### config.mk
export PLATFORM = sky130hd
export DESIGN_NAME = ram_access_ctrl_flat
export DESIGN_NICKNAME = d
export VERILOG_FILES = /design/src/rtl/ram_access_ctrl_pkg.sv /design/src/rtl/ram_access_ctrl_if.sv /design/src/rtl/ram_access_align.sv /design/src/rtl/ram_access_ctrl.sv /design/src/flat_wrapper.sv
export SDC_FILE = /design/constraint.sdc
export NUM_CORES = 1
export LEC_CHECK = 0
export BUFFER_PORTS_ARGS = -buffer_cell sky130_fd_sc_hd__buf_2
export CAP_MARGIN = 25
export CORE_MARGIN = 3
export CORE_UTILIZATION = 45
export CTS_BUF_LIST = sky130_fd_sc_hd__clkbuf_2
export DETAILED_ROUTE_END_ITERATION = 8
export GPL_ROUTABILITY_DRIVEN = 0
export PLACE_DENSITY_LB_ADDON = 0.2
export SLEW_MARGIN = 10
export SYNTH_ARGS = -nofsm -noshare
export SYNTH_HDL_FRONTEND = slang
export SYNTH_SLANG_ARGS = --single-unit
### constraint.sdc
create_clock -name clk -period 4.9 [get_ports clk]
set_input_delay 0.98 -clock clk [delete_from_list [all_inputs] [get_ports clk]]
set_output_delay 0.98 -clock clk [all_outputs]
set_load 0.01 [all_outputs]
### src/rtl/ram_access_ctrl_pkg.sv
// Shared encodings and lane/size helpers for the byte-addressed RAM front end.
package ram_access_ctrl_pkg;

  typedef enum logic [1:0] {
    WR_NONE = 2'b00,
    WR_BYTE = 2'b01,
    WR_HALF = 2'b10,
    WR_WORD = 2'b11
  } write_type_e;

  typedef enum logic [2:0] {
    RD_NONE  = 3'b000,
    RD_BYTE  = 3'b001,
    RD_HALF  = 3'b010,
    RD_WORD  = 3'b011,
    RD_SBYTE = 3'b101,
    RD_SHALF = 3'b110
  } read_type_e;

  typedef enum logic {
    ST_IDLE,
    ST_SECOND
  } state_e;

  // The reserved encodings 100 and 111 collapse to "no read".
  function automatic read_type_e norm_read(input logic [2:0] t);
    case (t)
      3'b001:  return RD_BYTE;
      3'b010:  return RD_HALF;
      3'b011:  return RD_WORD;
      3'b101:  return RD_SBYTE;
      3'b110:  return RD_SHALF;
      default: return RD_NONE;
    endcase
  endfunction

  // A no-op reports size 1 so it can never span a word boundary.
  function automatic logic [2:0] size_from_type(input write_type_e wt, input read_type_e rt);
    if (wt != WR_NONE) begin
      case (wt)
        WR_BYTE: return 3'd1;
        WR_HALF: return 3'd2;
        default: return 3'd4;
      endcase
    end
    case (rt)
      RD_HALF, RD_SHALF: return 3'd2;
      RD_WORD:           return 3'd4;
      default:           return 3'd1;
    endcase
  endfunction

  function automatic logic [3:0] lane_mask(input logic [1:0] off, input logic [2:0] n);
    logic [7:0] m;
    m = ((8'd1 << n) - 8'd1) << off;
    return m[3:0];
  endfunction

  function automatic logic spans(input logic [1:0] off, input logic [2:0] n);
    return ({2'b00, off} + {1'b0, n}) > 4'd4;
  endfunction

  function automatic logic [31:0] extend(input logic [31:0] v, input read_type_e rt);
    case (rt)
      RD_BYTE:  return {24'd0, v[7:0]};
      RD_HALF:  return {16'd0, v[15:0]};
      RD_SBYTE: return {{24{v[7]}}, v[7:0]};
      RD_SHALF: return {{16{v[15]}}, v[15:0]};
      default:  return v;
    endcase
  endfunction

endpackage

### src/rtl/ram_access_ctrl_if.sv
// Request/response and RAM-side signals of the load/store front end.
interface ram_access_ctrl_if #(
  parameter int ADDRESS_BITWIDTH = 16
);
  logic                        req_valid;
  logic                        req_ready;
  logic [ADDRESS_BITWIDTH-1:0] address;
  logic [1:0]                  write_type;
  logic [2:0]                  read_type;
  logic [31:0]                 data_in;
  logic                        resp_valid;
  logic [31:0]                 data_out;
  logic [ADDRESS_BITWIDTH-3:0] ram_address;
  logic [3:0]                  ram_write_enable;
  logic [31:0]                 ram_data_in;
  logic [31:0]                 ram_data_out;

  modport slave (
    input  req_valid, address, write_type, read_type, data_in, ram_data_out,
    output req_ready, resp_valid, data_out, ram_address, ram_write_enable, ram_data_in
  );

  modport master (
    output req_valid, address, write_type, read_type, data_in, ram_data_out,
    input  req_ready, resp_valid, data_out, ram_address, ram_write_enable, ram_data_in
  );
endinterface

### src/rtl/ram_access_align.sv
// Lane alignment for one RAM cycle: write mask/data shifting and read merge/extension.
module ram_access_align
  import ram_access_ctrl_pkg::*;
(
  input  logic        second_i,
  input  logic [1:0]  off_i,
  input  logic [2:0]  size_i,
  input  read_type_e  rtype_i,
  input  logic [31:0] wdata_i,
  input  logic [31:0] rword_i,
  input  logic [31:0] rlow_i,
  output logic [3:0]  wmask_o,
  output logic [31:0] wdata_o,
  output logic [31:0] rlow_o,
  output logic [31:0] rdata_o
);

  logic [4:0]  lo_sh;
  logic [5:0]  hi_sh;
  logic [3:0]  end_lane;
  logic [7:0]  hi_mask;
  logic [31:0] merged;

  always_comb begin
    lo_sh    = {off_i, 3'b000};
    hi_sh    = {3'd4 - {1'b0, off_i}, 3'b000};
    // Only meaningful for spanning accesses, where it is 1..3.
    end_lane = {2'b00, off_i} + {1'b0, size_i} - 4'd4;
    hi_mask  = (8'd1 << end_lane) - 8'd1;
    rlow_o   = rword_i >> lo_sh;
    wmask_o  = lane_mask(off_i, size_i);
    wdata_o  = wdata_i << lo_sh;
    merged   = rlow_o;
    if (second_i) begin
      wmask_o = hi_mask[3:0];
      wdata_o = wdata_i >> hi_sh;
      merged  = rlow_i | (rword_i << hi_sh);
    end
    rdata_o = extend(merged, rtype_i);
  end

endmodule

### src/rtl/ram_access_ctrl.sv
// Byte-addressed load/store front end; splits word-crossing accesses into two RAM cycles.
module ram_access_ctrl
  import ram_access_ctrl_pkg::*;
#(
  parameter int ADDRESS_BITWIDTH = 16,
  parameter int DATA_BITWIDTH    = 32,
  parameter int COLUMN_BITWIDTH  = 8
) (
  input  logic              clk,
  input  logic              rst_n,
  ram_access_ctrl_if.slave  bus
);

  localparam int WA    = ADDRESS_BITWIDTH - 2;
  localparam int LANES = DATA_BITWIDTH / COLUMN_BITWIDTH;

  state_e      state_q, state_d;
  logic [WA-1:0] waddr_q, waddr_d;
  logic [1:0]  off_q, off_d;
  logic [2:0]  size_q, size_d;
  logic        wr_q, wr_d;
  read_type_e  rtype_q, rtype_d;
  logic [31:0] wdata_q, wdata_d;
  logic [31:0] rlow_q, rlow_d;
  logic [31:0] data_out_q, data_out_d;
  logic        resp_q, resp_d;

  write_type_e req_wt;
  read_type_e  req_rt;
  logic [2:0]  req_size;
  logic        req_wr, accept, second;

  logic [1:0]       a_off;
  logic [2:0]       a_size;
  read_type_e       a_rtype;
  logic [31:0]      a_wdata;
  logic [LANES-1:0] wmask;
  logic [31:0]      wdata_sh, rlow_sh, rdata_ext;

  logic [LANES-1:0] ram_we;
  logic [WA-1:0]    ram_addr;

  // A request carrying both a write and a read is handled as a write only.
  assign req_wt   = write_type_e'(bus.write_type);
  assign req_wr   = (req_wt != WR_NONE);
  assign req_rt   = req_wr ? RD_NONE : norm_read(bus.read_type);
  assign req_size = size_from_type(req_wt, req_rt);
  assign second   = (state_q == ST_SECOND);
  assign accept   = bus.req_valid && (state_q == ST_IDLE);

  assign a_off   = second ? off_q   : bus.address[1:0];
  assign a_size  = second ? size_q  : req_size;
  assign a_rtype = second ? rtype_q : req_rt;
  assign a_wdata = second ? wdata_q : bus.data_in;

  ram_access_align u_align (
    .second_i (second),
    .off_i    (a_off),
    .size_i   (a_size),
    .rtype_i  (a_rtype),
    .wdata_i  (a_wdata),
    .rword_i  (bus.ram_data_out),
    .rlow_i   (rlow_q),
    .wmask_o  (wmask),
    .wdata_o  (wdata_sh),
    .rlow_o   (rlow_sh),
    .rdata_o  (rdata_ext)
  );

  always_comb begin
    state_d    = state_q;
    waddr_d    = waddr_q;
    off_d      = off_q;
    size_d     = size_q;
    wr_d       = wr_q;
    rtype_d    = rtype_q;
    wdata_d    = wdata_q;
    rlow_d     = rlow_q;
    data_out_d = data_out_q;
    resp_d     = 1'b0;
    ram_we     = '0;
    ram_addr   = bus.address[ADDRESS_BITWIDTH-1:2];
    case (state_q)
      ST_IDLE: begin
        if (accept) begin
          if (req_wr) ram_we = wmask;
          if (spans(bus.address[1:0], req_size)) begin
            waddr_d = bus.address[ADDRESS_BITWIDTH-1:2];
            off_d   = bus.address[1:0];
            size_d  = req_size;
            wr_d    = req_wr;
            rtype_d = req_rt;
            wdata_d = bus.data_in;
            rlow_d  = rlow_sh;
            state_d = ST_SECOND;
          end else begin
            resp_d = 1'b1;
            if (req_rt != RD_NONE) data_out_d = rdata_ext;
          end
        end
      end
      ST_SECOND: begin
        ram_addr = waddr_q + WA'(1);
        if (wr_q) ram_we = wmask;
        if (rtype_q != RD_NONE) data_out_d = rdata_ext;
        resp_d  = 1'b1;
        state_d = ST_IDLE;
      end
      default: state_d = ST_IDLE;
    endcase
    // Keep the RAM untouched for as long as reset is held.
    if (!rst_n) ram_we = '0;
  end

  always_ff @(posedge clk) begin
    if (!rst_n) begin
      state_q    <= ST_IDLE;
      waddr_q    <= '0;
      off_q      <= '0;
      size_q     <= '0;
      wr_q       <= 1'b0;
      rtype_q    <= RD_NONE;
      wdata_q    <= '0;
      rlow_q     <= '0;
      data_out_q <= '0;
      resp_q     <= 1'b0;
    end else begin
      state_q    <= state_d;
      waddr_q    <= waddr_d;
      off_q      <= off_d;
      size_q     <= size_d;
      wr_q       <= wr_d;
      rtype_q    <= rtype_d;
      wdata_q    <= wdata_d;
      rlow_q     <= rlow_d;
      data_out_q <= data_out_d;
      resp_q     <= resp_d;
    end
  end

  assign bus.req_ready        = (state_q == ST_IDLE);
  assign bus.resp_valid       = resp_q;
  assign bus.data_out         = data_out_q;
  assign bus.ram_address      = ram_addr;
  assign bus.ram_write_enable = ram_we;
  assign bus.ram_data_in      = wdata_sh;

endmodule

### src/flat_wrapper.sv
// flat-port wrapper written by rule: the top's interface ports become plain ports
module ram_access_ctrl_flat import ram_access_ctrl_pkg::*;
#(
  parameter int ADDRESS_BITWIDTH = 16,
  parameter int DATA_BITWIDTH    = 32,
  parameter int COLUMN_BITWIDTH  = 8
)
  (clk, rst_n, bus_req_valid, bus_address, bus_write_type, bus_read_type, bus_data_in, bus_ram_data_out, bus_req_ready, bus_resp_valid, bus_data_out, bus_ram_address, bus_ram_write_enable, bus_ram_data_in);
  ram_access_ctrl_if #(.ADDRESS_BITWIDTH(ADDRESS_BITWIDTH)) bus_i ();
  input  logic clk;
  input  logic rst_n;
  input wire logic [$bits(bus_i.req_valid)-1:0] bus_req_valid;
  input wire logic [$bits(bus_i.address)-1:0] bus_address;
  input wire logic [$bits(bus_i.write_type)-1:0] bus_write_type;
  input wire logic [$bits(bus_i.read_type)-1:0] bus_read_type;
  input wire logic [$bits(bus_i.data_in)-1:0] bus_data_in;
  input wire logic [$bits(bus_i.ram_data_out)-1:0] bus_ram_data_out;
  output wire logic [$bits(bus_i.req_ready)-1:0] bus_req_ready;
  output wire logic [$bits(bus_i.resp_valid)-1:0] bus_resp_valid;
  output wire logic [$bits(bus_i.data_out)-1:0] bus_data_out;
  output wire logic [$bits(bus_i.ram_address)-1:0] bus_ram_address;
  output wire logic [$bits(bus_i.ram_write_enable)-1:0] bus_ram_write_enable;
  output wire logic [$bits(bus_i.ram_data_in)-1:0] bus_ram_data_in;
  assign bus_i.req_valid = bus_req_valid;
  assign bus_i.address = bus_address;
  assign bus_i.write_type = bus_write_type;
  assign bus_i.read_type = bus_read_type;
  assign bus_i.data_in = bus_data_in;
  assign bus_i.ram_data_out = bus_ram_data_out;
  assign bus_req_ready = bus_i.req_ready;
  assign bus_resp_valid = bus_i.resp_valid;
  assign bus_data_out = bus_i.data_out;
  assign bus_ram_address = bus_i.ram_address;
  assign bus_ram_write_enable = bus_i.ram_write_enable;
  assign bus_ram_data_in = bus_i.ram_data_in;
  ram_access_ctrl #(.ADDRESS_BITWIDTH(ADDRESS_BITWIDTH), .DATA_BITWIDTH(DATA_BITWIDTH), .COLUMN_BITWIDTH(COLUMN_BITWIDTH)) u_core (.clk(clk), .rst_n(rst_n), .bus(bus_i));
endmodule
==> impl_results.md <==
- Status: completed
- R2R Path Start: u_core.second
- Sequential share of power: 42.2%
- Mapped Cells: 1097
- Die Ht: 141 um
- Seq/Total Area, Yosys: 29.4%
- Max-slew headroom: 48.0%
- Design area: 9440 um2
- # rows: 48
- HP Start: u_core.rlow_q[2]
- Clk_skew: 0.0292 ns
- Commonest cells after routing, fill and taps aside: nand2_1, buf_2, dfxtp_1
- Synth Cell Area: 8240 um2
- DR vias/cell: 5.93
- Final hold vios: 0
- DRC: 0
- Placed cell area: 9160 um2
- Final setup vio count: 0
- Min cycle time layout: 4.67 ns
- Vias in the first global route: 8067
- Sw Pwr: 966 uW
- Pwr Total: 2600 uW
- Library cells used by synthesis: 76
- Top FF cell, synth: dfxtp_1
- P_int: 1630 uW
- Initial antenna violation count: 2
- Sw Share: 37.2%
- Largest net degree at the start of global routing: 85
- Worst-margin pin slew: 0.781 ns
- Total Neg Setup Slack: 0 ns
- Final HPWL from detailed placement: 17500 um
- Vias: 8638
- GRT Residual Overflow: 0
- Post-route ant nets: 0
- Core area: 17600 um2
- Iter 0 DRT Violations: 829
- Die Footprint: 20000 um2
- Worst Reg-to-Reg Cells: 10
- Reg-to-Reg End: u_core.bus.data_out[26]
- CP arrival: 3.69 ns
- Crit Path Class: in -> out
- Worst setup SP type: primary input
- # nets final: 1321
- Worst-Skew Late Latency: 0.71 ns
- GRT Util Overall: 26.4%
- Worst hold stages: 2
- Multi-input logic area: 5320 um2
- Setup crit end kind: output port
- Initial Utilization: 46.8%
- DRT Pass-1 Iters: 6
- Pre-CTS setup slack: 0.182 ns
- Critical-path cell list: buf_2 -> inv_1 -> ha_1 -> nand2_1 -> a21oi_2 -> o31ai_2 -> ha_1 -> fa_1 -> mux2_2 -> nor2_1 -> nand2_1 -> ha_1 -> o22a_1 -> nor2_1 -> buf_2
- Clock share of power: 26.5%
- I/O Buffers: 171
- Slowest stage delay, CP: 0.43 ns
- Commonest non-fill, non-tap cell in the layout: nand2_1
- Most used cell, CP: ha_1
- Fillers: 1750
- Achievable Freq: 214 MHz
- Logic pwr share: 31.3%
- First-pass GRT wire length: 43000 um
- Leak Pwr: 0.00385 uW
- HP Class: reg -> reg
- Hold_ws: 0.475 ns
- CTS tree: yes
- #FFs+latches synth: 121
- Cell Pwr Density: 275 nW/um2
- Max H-tree Level: 4
- Clock-pin slew on the worst setup and hold paths: 0.18 ns
- Final wirelength: 26900 um
- Fin crit share: 95.3%
- Avg Inst Size Synth: 7.51 um2
- CP max stage cell: fa_1
- RSZ-0062 raised after global routing: false
- VDD IR max: 164 uV
- Area growth from synthesis to layout: 14.6%
- Async SR Flop Fraction: 0%
- Setup ws final: 0.228 ns
- Io pins: 172
- Synth warnings: 0
- Fin. max-slew vios: 0
- Number of flops mapped to enable cells by yosys: 0
- Share of cells above drive strength 1: 21.3%
- Max cap viols: 0
- Crit path max fanout: 5
- CTS sink cnt: 121
- Clk buf depth: 2
- Inserted Clock Buffers: 17
- Reg2Reg Setup Slack: 1.56 ns
- WL/cell: 18.5 um
- Hold path endpoint: u_core.rlow_q[2]
- FF+latch area: 2430 um2
- Worst EP required: 3.92 ns
- CTS root buf: clkbuf_2
- Die X: 141 um
- Mapped Nets: 1200
==> kinds of logic after synthesis <==
logic type	count (synthesis)	synth area share (%)
multiplexers	75	9.54
AND/OR/NAND/NOR	385	20.7
flip-flops	121	29.4
buffers and inverters	112	6.27
adder cells (fa/ha/maj)	15	2.46
AO/OA/AOI/OAI	376	30.2
XOR/XNOR	13	1.38
==> state kept, by name (all words and copies together), names as in the netlist <==
name	flops
u_core.bus.data_out	32
u_core.bus.resp_valid	1
u_core.off_q	2
u_core.rlow_q	32
u_core.rtype_q	3
u_core.second	1
u_core.size_q	3
u_core.waddr_q	14
u_core.wdata_q	32
u_core.wr_q	1
==> stage by stage <==
step / instances / utilization (%)
3_3_place_gp: 1423 / 52.1
4_1_cts: 1455 / 53.5
6_report: 1457 / 53.6
5_1_grt: 1457 / 53.6
3_5_place_dp: 1423 / 52.1
2_1_floorplan: 1097 / -
==> synthesized netlist by cell type, types with 16 or more instances <==
cell        n  area [um2]
o22ai_1    16         100
mux2i_1    65         651
nor2_1     49         184
buf_2      44         220
clkbuf_1   36         135
o21ai_0    64         320
nand2_1   245         920
a31oi_1    18         113
a21oi_1   100         500
dfxtp_1   121        2420
a21boi_0   72         541
==> how the worst max path moves through the flow <==
stage | slack (ns) | depth (start not counted) | startpoint | endpoint
after floorplan | 0.25 | 14 | bus_write_type[0] | bus_ram_write_enable[2]
after global placement | 0.27 | 15 | bus_write_type[0] | bus_ram_write_enable[1]
after detailed placement | 0.18 | 15 | bus_write_type[0] | bus_ram_write_enable[1]
after CTS | 0.05 | 10 | u_core.second | bus_ram_write_enable[1]
after global routing | 0.04 | 11 | u_core.second | bus_ram_write_enable[1]
final | 0.23 | 15 | bus_write_type[0] | bus_ram_write_enable[1]
==> layer usage <==
layer / GRT usage (%) / vias to the layer above / share of wire (%)
met5: 0 / - / 0.045
met4: 7.70 / 2 / 1.4
met3: 4.35 / 39 / 7.8
met2: 40.9 / 397 / 45
met1: 37.8 / 4051 / 46
li1: - / 4149 / -
==> power by group through the flow <==
stage	Clock [uW]	Combinational, uW	Sequential, uW
6_report	688	813	1090
5_1_grt	748	887	1100
4_1_cts	709	798	1100
3_5_place_dp	0	796	1120
3_3_place_gp	0	789	1110
2_1_floorplan	0	532	1110
==> area by class of cell <==
cell class	count	area share [%]
Tap cell	225	2.98
Multi-Input combinational cell	864	56.4
Timing Repair Buffer	199	11.7
Clock buffer	18	0.955
Antenna cell	1	0.0265
Inverter	15	0.597
Clock inverter	14	1.66
Sequential cell	121	25.7
==> what timing repair did <==
item	in CTS	in global routing
endpoints found under the setup margin	0	5
resized for setup	0	3
hold buffers	0	0
buffers inserted	0	1
==> critical path, delay by kind of cell <==
kind	cells	cell delay, ns
compound gates	3	0.46
buf+inv	3	0.32
fa+ha+maj	4	1.15
mux	1	0.29
simple gates	4	0.47
No activity file was read; power rests on OpenSTA's default activity.
